**config.mk**
```make
export PLATFORM = sky130hd
export DESIGN_NAME = hop_ctrl
export DESIGN_NICKNAME = d
export VERILOG_FILES = /design/src/rtl/hop_ctrl.sv
export SDC_FILE = /design/constraint.sdc
export NUM_CORES = 1
export LEC_CHECK = 0
export ABC_AREA = 0
export BUFFER_PORTS_ARGS = -buffer_cell sky130_fd_sc_hd__buf_4
export CAP_MARGIN = 20
export CORE_AREA = 2 2 67 69
export CTS_CLUSTER_SIZE = 20
export DETAILED_ROUTE_END_ITERATION = 8
export DIE_AREA = 0 0 69 71
export PLACE_DENSITY = 0.76
export SLEW_MARGIN = 20
export SYNTH_ARGS = -nofsm -noshare
export SYNTH_HDL_FRONTEND = slang
export SYNTH_SLANG_ARGS = --single-unit
export TNS_END_PERCENT = 10
```
**constraint.sdc**
```tcl
create_clock -name clk -period 2.6 [get_ports clk]
set_clock_uncertainty 0.2 [all_clocks]
set_input_delay 0.39 -clock clk [delete_from_list [all_inputs] [get_ports clk]]
set_output_delay 0.39 -clock clk [all_outputs]
set_load 0.03 [all_outputs]
```
**src/rtl/hop_ctrl.sv**
```systemverilog
// Button conditioning and hop sequencer: debounces the move button, meters each
// accepted hop out as frame-locked pixel strobes, and tracks scroll offset and hop count.
module hop_ctrl #(
  parameter int unsigned DEBOUNCE_CYCLES = 250000,
  parameter int unsigned STEP_PX         = 30,
  parameter int unsigned WRAP_PX         = 480
) (
  input  logic       clk,
  input  logic       reset,
  input  logic       move_btn,
  input  logic       frame_tick,
  output logic       hop_pulse,
  output logic       px_strobe,
  output logic       busy,
  output logic [9:0] y_offset,
  output logic [7:0] hop_count
);

  localparam int unsigned CNT_W = (DEBOUNCE_CYCLES > 1) ? $clog2(DEBOUNCE_CYCLES + 1) : 1;
  localparam int unsigned REM_W = (STEP_PX > 1) ? $clog2(STEP_PX + 1) : 1;

  typedef enum logic {IDLE, SCROLL} state_t;

  state_t             state, state_nx;
  logic               sync1, btn_sync, btn_stable, stable_d;
  logic [CNT_W-1:0]   db_cnt;
  logic [REM_W-1:0]   remaining, remaining_nx;
  logic               pending, pending_nx;
  logic               press_c, start_c, last_px_c;

  // Two-flop synchronizer followed by a level-hold debouncer
  always_ff @(posedge clk or posedge reset) begin
    if (reset) begin
      sync1      <= 1'b0;
      btn_sync   <= 1'b0;
      btn_stable <= 1'b0;
      stable_d   <= 1'b0;
      db_cnt     <= '0;
    end else begin
      sync1    <= move_btn;
      btn_sync <= sync1;
      stable_d <= btn_stable;
      if (btn_sync == btn_stable) begin
        db_cnt <= '0;
      end else if (db_cnt == CNT_W'(DEBOUNCE_CYCLES - 1)) begin
        btn_stable <= btn_sync;
        db_cnt     <= '0;
      end else begin
        db_cnt <= db_cnt + CNT_W'(1);
      end
    end
  end

  assign press_c   = btn_stable & ~stable_d;
  assign busy      = (state == SCROLL);
  assign px_strobe = frame_tick & (state == SCROLL) & ~reset;
  assign last_px_c = px_strobe & (remaining == REM_W'(1));

  always_ff @(posedge clk or posedge reset) begin
    if (reset) begin
      state     <= IDLE;
      remaining <= '0;
      pending   <= 1'b0;
    end else begin
      state     <= state_nx;
      remaining <= remaining_nx;
      pending   <= pending_nx;
    end
  end

  // A press landing on the final strobe chains straight into the next hop
  always_comb begin
    state_nx     = state;
    remaining_nx = remaining;
    pending_nx   = pending;
    start_c      = 1'b0;
    case (state)
      IDLE: begin
        if (press_c) begin
          state_nx     = SCROLL;
          remaining_nx = REM_W'(STEP_PX);
          start_c      = 1'b1;
        end
      end
      SCROLL: begin
        if (px_strobe) remaining_nx = remaining - REM_W'(1);
        if (last_px_c) begin
          if (pending || press_c) begin
            pending_nx   = 1'b0;
            remaining_nx = REM_W'(STEP_PX);
            start_c      = 1'b1;
          end else begin
            state_nx = IDLE;
          end
        end else if (press_c) begin
          pending_nx = 1'b1;
        end
      end
      default: state_nx = IDLE;
    endcase
  end

  always_ff @(posedge clk or posedge reset) begin
    if (reset) begin
      hop_pulse <= 1'b0;
      hop_count <= '0;
      y_offset  <= '0;
    end else begin
      hop_pulse <= start_c;
      if (start_c && (hop_count != 8'hFF)) hop_count <= hop_count + 8'd1;
      if (px_strobe) begin
        if (y_offset == 10'(WRAP_PX - 1)) y_offset <= '0;
        else                              y_offset <= y_offset + 10'd1;
      end
    end
  end

endmodule

```
==> impl_metrics.env <==
export IMPL_drive_gt1_frac=0.186
export IMPL_synthCells=231
export IMPL_synth_fa_ha_area_frac=0.0268
export IMPL_syn_num_nets=240
export IMPL_detail_route_vias_per_cell=5.60
export IMPL_mostFrequentLayoutCells="dfrtp_1 (48), nor2_1 (31), buf_4 (28)"
export IMPL_cts_buffers=5
export IMPL_ys_flop_type="dfrtp_1"
export IMPL_die_w_um=69
export IMPL_grt_pass1_wl_mm=7.62
export IMPL_synthesis_area_sq_um=2340
export IMPL_drt_pass1_iterations=4
export IMPL_clkLatencyLatePin_ns=0.30
export IMPL_relSlewSlack=0.610
export IMPL_yosysTopAreaCell="dfrtp_1"
export IMPL_grt_max_degree=49
export IMPL_num_antenna_cells=0
export IMPL_clock_sinks=48
export IMPL_final_cells=315
export IMPL_worstSetupPathType="reg2reg"
export IMPL_clk_pin_slew_ns=0.09
export IMPL_final_common_cell="dfrtp_1"
export IMPL_critPathArrivalTime_ns=2.05
export IMPL_slew_violations=0
export IMPL_ys_seq_elements=48
export IMPL_core_area_sq_um=4200
export IMPL_finalSetupViolations=0
export IMPL_fin_ws_ns=0.536
export IMPL_outcome="finished clean"
export IMPL_path_max_fanout=4
export IMPL_r2r_cells=7
export IMPL_p_leak_nw=1.22
export IMPL_grt_antenna_before_repair=0
export IMPL_synthXorXnorAreaFrac=0.0937
export IMPL_clockBufferDepth=2
export IMPL_dp_final_hpwl_mm=2.93
export IMPL_root_buffer="clkbuf_8"
export IMPL_peakVddDrop_uv=490
export IMPL_drc=0
export IMPL_initialDrtViolationCount=115
export IMPL_max_stage_delay_ns=0.47
export IMPL_syn_to_final_growth_pct=16.4
export IMPL_cts_resized=0
export IMPL_gp_congestion=0.856
export IMPL_r2r_end="hop_count[7]$_DFFE_PP0P_"
export IMPL_dp_slack_ns=0.515
export IMPL_cts_tree="built"
export IMPL_total_power_mw=2.06
export IMPL_async_flop_share=1.00
export IMPL_vias=1764
export IMPL_synth_top_family_by_area="simple AND/OR/NAND/NOR gates"
export IMPL_synth_area_leaders="dfrtp_1 (51%), nor2_1 (5.0%), xnor2_1 (4.9%)"
export IMPL_avgSynthCellArea_sq_um=10.1
export IMPL_tightest_slew_ns=0.584
export IMPL_drt_wl_total_mm=4.22
export IMPL_die_area_sq_um=4900
export IMPL_hp_class="in2async"
export IMPL_htree_levels=2
export IMPL_post_cts_buffers=0
export IMPL_p_per_area_nw_per_um2=758
export IMPL_path_cells="inv_1 -> ha_1 -> or4b_4 -> nand2_2 -> and2_4 -> nand3_2 -> mux2_4"
export IMPL_synth_simple_area_share=0.239
export IMPL_yosys_warnings=0
export IMPL_port_buffers=24
export IMPL_r2r_setup_slack_ns=0.54
export IMPL_grt_pass1_vias=1746
export IMPL_rows=24
export IMPL_track_usage=0.191
export IMPL_rsz0062_at_grt="false"
export IMPL_fmax_ghz=0.484
export IMPL_r2r_start="remaining[1]$_DFFE_PP0P_"
export IMPL_io_pins=25
export IMPL_synth_edf_count=0
export IMPL_synth_mux_area_frac=0.0209
export IMPL_endpoint_kind="register"
export IMPL_ys_types=43
export IMPL_timing_hold_violations_final=0
export IMPL_critPathSlowestCell="or4b_4"
export IMPL_fp_dieH_um=71
export IMPL_nNetsFinal=271
export IMPL_cp_required_ns=2.59
export IMPL_fin_crit_sh=0.794
export IMPL_synth_compound_area_frac=0.0787
export IMPL_fin_crit_ns=2.06
export IMPL_fin_tns_setup_ns=0
export IMPL_drt_wirelength_per_cell_um=13.4
export IMPL_grt_overflow=0
export IMPL_synth_seq_area_share=0.514
export IMPL_cap_violations=0
export IMPL_worst_setup_path_start_kind="register"
export IMPL_dp_cells=306
export IMPL_ant_nets=0
export IMPL_yosys_area_top_type_share=0.514
export IMPL_start_util=0.556
==> through the flow <==
step | hold WS, ns | util | instance area, sq um
floorplan | 0.131 | - | 2340
global placement | 0.142 | 0.615 | 2580
detailed placement | 0.145 | 0.615 | 2580
CTS | 0.0704 | 0.647 | 2720
global route | 0.111 | 0.647 | 2720
finish | 0.0393 | 0.647 | 2720
==> registers in the layout, indices dropped and copies added (netlist names) <==
signal / count
db_cnt: 18
y_offset: 10
hop_count: 8
remaining: 5
btn_stable: 1
btn_sync: 1
busy: 1
hop_pulse: 1
pending: 1
stable_d: 1
sync1: 1
==> logic make-up after synthesis <==
kind of cell             after synthesis
buffers and inverters                 14
AND/OR/NAND/NOR                      108
AO/OA/AOI/OAI                         27
XOR/XNOR                              25
adder cells (fa/ha/maj)                5
multiplexers                           4
flip-flops                            48
==> cell type report <==
class / count / area (sq um)
clock buffers: 7 / 96.3
clock inverters: 1 / 30.0
fillers: 350 / 1480
inverters: 9 / 33.8
multi-input cells: 169 / 1070
flip-flops and latches: 48 / 1200
well taps: 52 / 65.1
repair buffers: 29 / 220
==> metal layers <==
layer,global-route usage,vias to the layer above,share of wire
li1,-,868,-
met1,0.238,854,0.46
met2,0.329,35,0.48
met3,0.0427,7,0.043
met4,0.0697,0,0.015
met5,0,-,0
==> critical path: cells and delay by family, from the launching register on <==
kind / cells / cell delay [ns]
adder cells (fa/ha/maj): 1 / 0.18
flip-flops: 1 / 0.41
multiplexers: 1 / 0.29
buffers and inverters: 1 / 0.08
AND/OR/NAND/NOR: 4 / 0.80
==> synth_stat cells, types with 2 or more instances <==
cell type   n
dfrtp_1    48
o31ai_1     3
or3_1       2
buf_4       2
nor4_1      9
a21oi_1     5
clkbuf_1    2
o41ai_1     2
o21ai_0     6
nand2_1    20
a41oi_1     3
xnor2_1    13
inv_1       8
nor3_1      6
nor2_1     31
nand4_1     4
nor2b_1     2
and4_1      2
and3_1      3
nand3_2     2
ha_1        5
nand2b_1    4
nand3_1    15
a211oi_1    2
xor2_1     12
mux2_2      3
==> worst max-delay path by stage <==
stage	from	endpoint	slack (ns)	depth (start not counted)
global route	db_cnt[0]$_DFF_PP0_	db_cnt[9]$_DFF_PP0_	0.29	6
floorplan	busy$_DFF_PP0_	y_offset[5]$_DFFE_PP0P_	0.40	6
CTS	db_cnt[0]$_DFF_PP0_	db_cnt[9]$_DFF_PP0_	0.49	6
finish	remaining[1]$_DFFE_PP0P_	hop_count[7]$_DFFE_PP0P_	0.54	7
detailed placement	db_cnt[0]$_DFF_PP0_	db_cnt[9]$_DFF_PP0_	0.51	6
global placement	db_cnt[0]$_DFF_PP0_	db_cnt[3]$_DFF_PP0_	0.59	6
==> where the power goes <==
group          switching (mW)  internal, mW  total, mW  leakage [nW]
clock                   0.239         0.339      0.578        0.0645
combinational           0.274         0.205      0.478         0.529
sequential              0.160         0.845       1.01         0.630
==> repair_timing <==
action	in CTS	in global routing
hold buffers	1	0
endpoints found under the hold margin	1	0
setup endpoints to repair	0	0
Power figures use the tool's default switching activity.
